### src/rtl/qr_finder_pkg.sv
// Shared types and constants for the QR finder-pattern scan path.
// Holds the sequencer state enum, frame/encoding widths and the default scan timeout.
package qr_finder_pkg;

  localparam int FRAME_ADDR_W           = 20;
  localparam int ENC_W                  = 480;
  localparam int DEFAULT_TIMEOUT_CYCLES = 3 * 480 * 480 + 64;
  localparam int WD_W                   = 24;

  typedef enum logic [2:0] {
    IDLE,
    H_RESET,
    H_START,
    H_SCAN,
    V_RESET,
    V_START,
    V_SCAN,
    DONE
  } seq_state_t;

endpackage

### src/rtl/scan_watchdog.sv
// Per-scan cycle watchdog: counts while enabled, flags when the limit is reached.
// Used by finder_scan_sequencer only when SCAN_TIMEOUT_EN is defined.
module scan_watchdog
  import qr_finder_pkg::*;
#(
  parameter int LIMIT = DEFAULT_TIMEOUT_CYCLES
) (
  input  logic clk,
  input  logic rst,
  input  logic clear,
  input  logic enable,
  output logic expired
);

  logic [WD_W-1:0] count_q;
  logic [WD_W-1:0] count_d;

  // Holds at the limit so expired stays asserted until cleared.
  always_comb begin
    count_d = count_q;
    if (clear) begin
      count_d = '0;
    end else if (enable && !expired) begin
      count_d = count_q + 1'b1;
    end
  end

  always_ff @(posedge clk) begin
    if (rst) begin
      count_q <= '0;
    end else begin
      count_q <= count_d;
    end
  end

  assign expired = (count_q == WD_W'(LIMIT - 1));

endmodule

### src/rtl/finder_scan_sequencer.sv
// Runs the horizontal then vertical finder scanners over one stored frame, sharing the
// frame-buffer read port. Optional scan watchdog enabled by defining SCAN_TIMEOUT_EN.
module finder_scan_sequencer
  import qr_finder_pkg::*;
#(
  parameter int WIDTH          = 480,
  parameter int HEIGHT         = 480,
  parameter int ADDR_W         = FRAME_ADDR_W,
  parameter int TIMEOUT_CYCLES = DEFAULT_TIMEOUT_CYCLES
) (
  input  logic              clk_in,
  input  logic              rst_in,
  input  logic              start_in,
  input  logic [ADDR_W-1:0] h_addr_in,
  input  logic [ADDR_W-1:0] v_addr_in,
  input  logic [ENC_W-1:0]  h_enc_in,
  input  logic [ENC_W-1:0]  v_enc_in,
  input  logic              h_valid_in,
  input  logic              v_valid_in,
  output logic              scan_rst_out,
  output logic              h_start_out,
  output logic              v_start_out,
  output logic [ADDR_W-1:0] bram_addr_out,
  output logic              frame_lock_out,
  output logic              busy_out,
  output logic [ENC_W-1:0]  h_enc_out,
  output logic [ENC_W-1:0]  v_enc_out,
  output logic              result_valid_out,
  output logic              error_out
);

  if ((WIDTH * HEIGHT > (1 << ADDR_W)) || (TIMEOUT_CYCLES < 2) ||
      (TIMEOUT_CYCLES > (1 << WD_W))) begin : g_cfg_check
    $error("finder_scan_sequencer: frame does not fit ADDR_W or timeout out of range");
  end

  seq_state_t       state_q;
  logic             scan_rst_q;
  logic             h_start_q;
  logic             v_start_q;
  logic             result_valid_q;
  logic             error_q;
  logic [ENC_W-1:0] h_enc_q;
  logic [ENC_W-1:0] v_enc_q;
  logic             wd_expired;

`ifdef SCAN_TIMEOUT_EN
  logic wd_clear;
  logic wd_enable;

  assign wd_clear  = (state_q == H_START) || (state_q == V_START);
  assign wd_enable = (state_q == H_SCAN)  || (state_q == V_SCAN);

  scan_watchdog #(
    .LIMIT (TIMEOUT_CYCLES)
  ) u_watchdog (
    .clk     (clk_in),
    .rst     (rst_in),
    .clear   (wd_clear),
    .enable  (wd_enable),
    .expired (wd_expired)
  );
`else
  assign wd_expired = 1'b0;
`endif

  // Pulses default low each cycle; a valid in the same cycle as expiry takes priority.
  always_ff @(posedge clk_in) begin
    if (rst_in) begin
      state_q        <= IDLE;
      scan_rst_q     <= 1'b0;
      h_start_q      <= 1'b0;
      v_start_q      <= 1'b0;
      result_valid_q <= 1'b0;
      error_q        <= 1'b0;
      h_enc_q        <= '0;
      v_enc_q        <= '0;
    end else begin
      scan_rst_q     <= 1'b0;
      h_start_q      <= 1'b0;
      v_start_q      <= 1'b0;
      result_valid_q <= 1'b0;
      case (state_q)
        IDLE: begin
          if (start_in) begin
            state_q    <= H_RESET;
            scan_rst_q <= 1'b1;
            error_q    <= 1'b0;
          end
        end
        H_RESET: begin
          state_q   <= H_START;
          h_start_q <= 1'b1;
        end
        H_START: state_q <= H_SCAN;
        H_SCAN: begin
          if (h_valid_in) begin
            h_enc_q    <= h_enc_in;
            state_q    <= V_RESET;
            scan_rst_q <= 1'b1;
          end else if (wd_expired) begin
            error_q    <= 1'b1;
            scan_rst_q <= 1'b1;
            state_q    <= IDLE;
          end
        end
        V_RESET: begin
          state_q   <= V_START;
          v_start_q <= 1'b1;
        end
        V_START: state_q <= V_SCAN;
        V_SCAN: begin
          if (v_valid_in) begin
            v_enc_q        <= v_enc_in;
            state_q        <= DONE;
            result_valid_q <= 1'b1;
          end else if (wd_expired) begin
            error_q    <= 1'b1;
            scan_rst_q <= 1'b1;
            state_q    <= IDLE;
          end
        end
        DONE:    state_q <= IDLE;
        default: state_q <= IDLE;
      endcase
    end
  end

  always_comb begin
    bram_addr_out = '0;
    case (state_q)
      H_RESET, H_START, H_SCAN: bram_addr_out = h_addr_in;
      V_RESET, V_START, V_SCAN: bram_addr_out = v_addr_in;
      default:                  bram_addr_out = '0;
    endcase
  end

  assign busy_out         = (state_q != IDLE);
  assign frame_lock_out   = busy_out;
  assign scan_rst_out     = scan_rst_q;
  assign h_start_out      = h_start_q;
  assign v_start_out      = v_start_q;
  assign result_valid_out = result_valid_q;
  assign error_out        = error_q;
  assign h_enc_out        = h_enc_q;
  assign v_enc_out        = v_enc_q;

endmodule

### config.mk
export PLATFORM = sky130hd
export DESIGN_NAME = finder_scan_sequencer
export DESIGN_NICKNAME = d
export VERILOG_FILES = /design/src/rtl/qr_finder_pkg.sv /design/src/rtl/scan_watchdog.sv /design/src/rtl/finder_scan_sequencer.sv
export SDC_FILE = /design/constraint.sdc
export NUM_CORES = 2
export LEC_CHECK = 0
export ABC_AREA = 0
export BUFFER_PORTS_ARGS = -buffer_cell sky130_fd_sc_hd__buf_2
export CORE_AREA = 2 2 776 778
export CTS_CLUSTER_DIAMETER = 100
export DETAILED_ROUTE_END_ITERATION = 10
export DIE_AREA = 0 0 778 780
export GPL_TIMING_DRIVEN = 0
export PLACE_DENSITY = 0.3
export SKIP_CTS_REPAIR_TIMING = 1
export SYNTH_ARGS = -nofsm -noshare
export SYNTH_HDL_FRONTEND = slang
export SYNTH_SLANG_ARGS = --single-unit
### constraint.sdc
create_clock -name clk_in -period 2.5 [get_ports clk_in]
set_input_delay 0.5 -clock clk_in [delete_from_list [all_inputs] [get_ports clk_in]]
set_output_delay 0.5 -clock clk_in [all_outputs]
set_load 0.02 [all_outputs]
## Word level (Yosys, flattened, before mapping)

Cells that the tools add are included.

- Equality and inequality tests: 10
- Mux-type cells: 11
- Reduce and logical (&&, ||, !) cells: 8
- Bitwise logic cells: 1

Operator list:

| operator | count |
|---|---|
| $pmux 20 s2 | 1 |
| $pmux 3 s8 | 1 |
| $eq 3x3->1 const B | 4 |
| $mux 3 | 3 |
| $eq 3x2->1 const B | 2 |
| $ne 2x2->1 const B | 3 |
| $reduce_or 3->1 | 2 |
| $mux 1 | 5 |
| $reduce_and 2->1 | 2 |
| $eq 3x1->1 const B | 1 |
| $logic_not 3->1 | 1 |
| $reduce_and 3->1 | 1 |
| $reduce_bool 3->1 | 1 |
| $pmux 1 s2 | 1 |
| $reduce_or 2->1 | 1 |
| $not 1->1 | 1 |

- Register bits after elaboration: 967
- Input port bits: 1005
- Word-level logic and storage cells: 37
- Output and inout port bits: 987

## Depth between registers and ports, before layout

- Word-level depth: 3
- Depth in mapped cells: 7
- Mapped depth without buffers: 3

## Worst setup path after synthesis

OpenSTA, ideal clock, no wires.

- Path kind: register to output
- Start point: register state_q[1]
- End point: output port bram_addr_out[0]
- Cell stages (with the launch flop): 6
- Data arrival time: 1240 ps
- Required time: 2000 ps
- Buffers on the path: 2
- Setup slack: 760 ps
- Cells stage by stage: dfxtp_1 -> buf_2 -> nor2_1 -> nor2_1 -> clkbuf_1 -> a22o_1

- Longest elaborated chain between the ends: 3
- Elaborated cells between the ends (all ways): 9
- Classes of those cells: eq/ne (6); mux (1); reduce/logical (2)

RTL lines:

| element | RTL line | RTL |
|---|---|---|
| start, declared | finder_scan_sequencer.sv:37 | `seq_state_t state_q;` |
| start signal, assigned | finder_scan_sequencer.sv:70 | `state_q <= IDLE;` |
| start signal, assigned | finder_scan_sequencer.sv:86 | `state_q <= H_RESET;` |
| start signal, assigned | finder_scan_sequencer.sv:92 | `state_q <= H_START;` |
| $eq 3x3->1, or another cell as far along | finder_scan_sequencer.sv:131 | `case (state_q)` |
| $reduce_or 3->1 | finder_scan_sequencer.sv:131 |  |
| $pmux 20 s2 * | finder_scan_sequencer.sv:131 |  |
| end, declared | finder_scan_sequencer.sv:23 | `output logic [ADDR_W-1:0] bram_addr_out,` |

Every way passes the cells marked *; elsewhere a longest branch is shown, timed or not.

## Final worst setup path

- Start point: register state_q[0]
- End point: output port bram_addr_out[14]

The elaborated chain is that of the path after synthesis.

==> summary.txt <==
Run status
  • Status: finished, violations left
  • Failing checks: negative setup slack

Yosys
  • Synth Warn #: 0
  • Average size of a mapped cell: 7.90 um^2
  • Net count after synthesis: 5,227
  • Synth Instances: 4,222
  • Seq/Total Area, Yosys: 58.0%
  • Unique masters post-synth: 22
  • Yosys reg bits: 967
  • Post-synth design cell area: 0.0334 mm^2

Worst setup path
  • Crit end category: output pin
  • CP max stage cell: dfxtp_2
  • Most used cell, CP: nor2_4
  • Setup CP Type: register to output pin
  • Crit start category: register
  • CP max FO: 8
  • Peak per-stage delay on the critical path: 0.33 ns
  • Crit path DAT: 2.36 ns
  • Crit Reg-Reg Startpoint: state_q[0]$_SDFFE_PP0P_
  • Reg-to-Reg End: h_enc_out[395]$_SDFFE_PP0P_
  • Critical path required time: 2.00 ns
  • Worst reg2reg path depth: 7
  • CP cell instances: buf_8, nor2_4, nor2_4, buf_12, clkbuf_16, a22o_1, buf_2
  • Top delay family on crit path: buffers and inverters
  • Setup slack, reg-to-reg: -0.11 ns
  • CP bufs+invs: 4

Pwr
  • Pwr dens: 617 mW/mm^2
  • VDD IR max: 0.399 mV
  • Leakage power: 26.7 nW

Global routing
  • Via count of the first global-routing pass: 38,500
  • GR Layer Usage met3: 12.4%
  • Global Route met1 Usage: 15.5%
  • M2 GR Usage: 21.8%
  • Total gr overflow: 0
  • Largest net degree at the start of global routing: 13
  • GRT Total Usage: 14.6%
  • GR peak layer: met2
  • Global-route wire length before repair: 546,000 um
  • Initial antenna violation count: 276

Timing
  • Final setup vio count: 122
  • Final clock period utilization by the worst path: 114%
  • Max-slew violations: 0
  • FMAX: 0.349 GHz
  • Final hold viol count: 0
  • Hold WS: 0.0582 ns
  • RSZ-0062 raised after global routing: yes
  • Worst setup margin: -0.362 ns
  • Min cycle time layout: 2.86 ns
  • Skew final: 0.0549 ns
  • Relative slew margins: 19.7%
  • Least-Margin Pin Slew: 1.21 ns

Place
  • Hpwl dp: 419,000 um
  • Dpl cells: 14,200
  • Final GP Congestion: 0.986
  • PortBufs: 1,989
  • Pre-CTS setup slack: -1.76 ns

Min path
  • Worst Hold Launch: v_enc_in[199]
  • Hold endpoint: v_enc_out[199]$_SDFFE_PP0P_
  • Hold path depth: 3
  • HP Class: input pin to register

Cells and area
  • Layout Utilization: 11.4%
  • Most frequent cells in the layout: 2,136 x buf_2, 1,920 x nand2_1, 964 x dfxtp_1
  • Layout Nets: 8,299
  • Most common cell after layout, fill and taps aside: buf_2
  • Share of layout cells above drive strength 1: 33.4%
  • Fillers: 70,200
  • Final Non-Filler Cells: 15,600
  • Synthesis-to-layout area growth: 105%

Die
  • Ports: 1,992
  • Die ar.: 0.607 mm^2
  • Initial core utilization: 5.56%
  • Die Y: 780 um
  • Core ar.: 0.599 mm^2
  • Row cnt: 285
  • Die Wd: 778 um

Run
  • Max cap viols: 0

Clocking
  • Clock transition at path regs: 0.06 ns
  • TritonCTS clock tree: done
  • CTS root buffer: clkbuf_16
  • Clock latency on the worst-skew pair: 0.86 ns
  • Clock Sinks: 967
  • Num CTS Buffers: 149
  • CTS Buffer Depth: 4
  • H-Tree Depth: 4

Detailed routing
  • WL/cell: 30.0 um
  • Routed vias: 43,900
  • Avg Vias per Cell: 2.81
  • # DRC: 0
  • Detail Route Antenna Nets: 0
  • Post-Route WL: 469,000 um
  • Iteration-0 DRC Markers: 2,979
  • DRT Pass-1 Iters: 5
==> worst max path at each step <==
stage | start | endpoint | depth (start not counted)
after floorplan | state_q[1]$_SDFFE_PP0P_ | bram_addr_out[0] | 5
after global placement | rst_in | h_enc_out[307]$_SDFFE_PP0P_ | 5
after detailed placement | rst_in | v_enc_out[390]$_SDFFE_PP0P_ | 5
after CTS | state_q[2]$_SDFFE_PP0P_ | bram_addr_out[13] | 5
after global routing | state_q[0]$_SDFFE_PP0P_ | bram_addr_out[14] | 7
final | state_q[0]$_SDFFE_PP0P_ | bram_addr_out[14] | 7
==> worst reg2reg max path, stage by stage, from the launching register on <==
cell	delay (ns)
dfxtp_2	0.35
buf_8	0.14
nand4b_2	0.61
clkbuf_4	0.61
buf_4	0.34
buf_4	0.26
nand2_1	0.09
a21oi_1	0.06
==> flip-flops by register name, indices dropped and copies added, names as in the netlist <==
name and cells:
result_valid_out 1, state_q 3, scan_rst_out 1, h_enc_out 480, v_start_out 1, h_start_out 1
v_enc_out 480
==> kinds of logic (layout without fill, tap and decap cells) <==
| group | after synthesis | count (layout) | share of synthesized area [%] |
|---|---|---|---|
| compound gates | 986 | 986 | 15.1 |
| buf+inv | 331 | 3515 | 4.91 |
| flops | 967 | 967 | 58.0 |
| other cells | 1 | 170 | 0.0112 |
| simple gates | 1937 | 1937 | 22.0 |
==> final cells by class <==
| type | count | area, um^2 | area share (%) |
|---|---|---|---|
| multi-input cells | 2924 | 12400 | 18.1 |
| clock inverters | 53 | 678 | 0.993 |
| clock buffers | 210 | 4230 | 6.19 |
| repair buffers | 2921 | 19400 | 28.4 |
| plain buffers | 331 | 1750 | 2.56 |
| diodes | 169 | 423 | 0.619 |
| well taps | 8036 | 10100 | 14.7 |
| flip-flops and latches | 967 | 19400 | 28.3 |
==> cells in the mapped netlist <==
library cell / instances / area (um^2)
buf_2: 182 / 911
a211oi_1: 1 / 7.51
dfxtp_1: 967 / 19400
conb_1: 1 / 3.75
nor2_1: 6 / 22.5
buf_6: 1 / 11.3
nand4b_2: 2 / 30.0
nand3b_1: 1 / 7.51
and4b_1: 2 / 20.0
clkbuf_1: 104 / 390
o311a_1: 1 / 10.0
or3_1: 1 / 6.26
nor4b_1: 2 / 17.5
a21boi_0: 1 / 7.51
o21bai_1: 1 / 7.51
buf_4: 43 / 323
or2_2: 1 / 6.26
nand2_1: 1921 / 7210
a21oi_1: 962 / 4810
and2_1: 1 / 6.26
a22o_1: 20 / 175
buf_1: 1 / 3.75
==> power by group <==
part	total [mW]	switching, mW	internal [mW]
clock	22.1	9.20	12.9
sequential	15.6	0.0732	15.5
combinational	4.47	2.52	1.94
==> metal layers <==
metal / vias up / share of wire (%)
met5: - / 0.085
met1: 20800 / 38
met3: 581 / 18
met4: 62 / 2.5
li1: 20000 / -
met2: 2483 / 42
==> through the flow <==
stage	power (mW)	setup TNS [ns]	cell area, um^2
6_report	42.2	-11.96	68300
5_1_grt	43.7	-45.30	68000
4_1_cts	41.4	-152.57	58300
3_5_place_dp	18.8	-765.85	53400
3_3_place_gp	18.8	-838.22	53400
2_1_floorplan	16.7	0	33400
(Power assumes the default switching activity.)
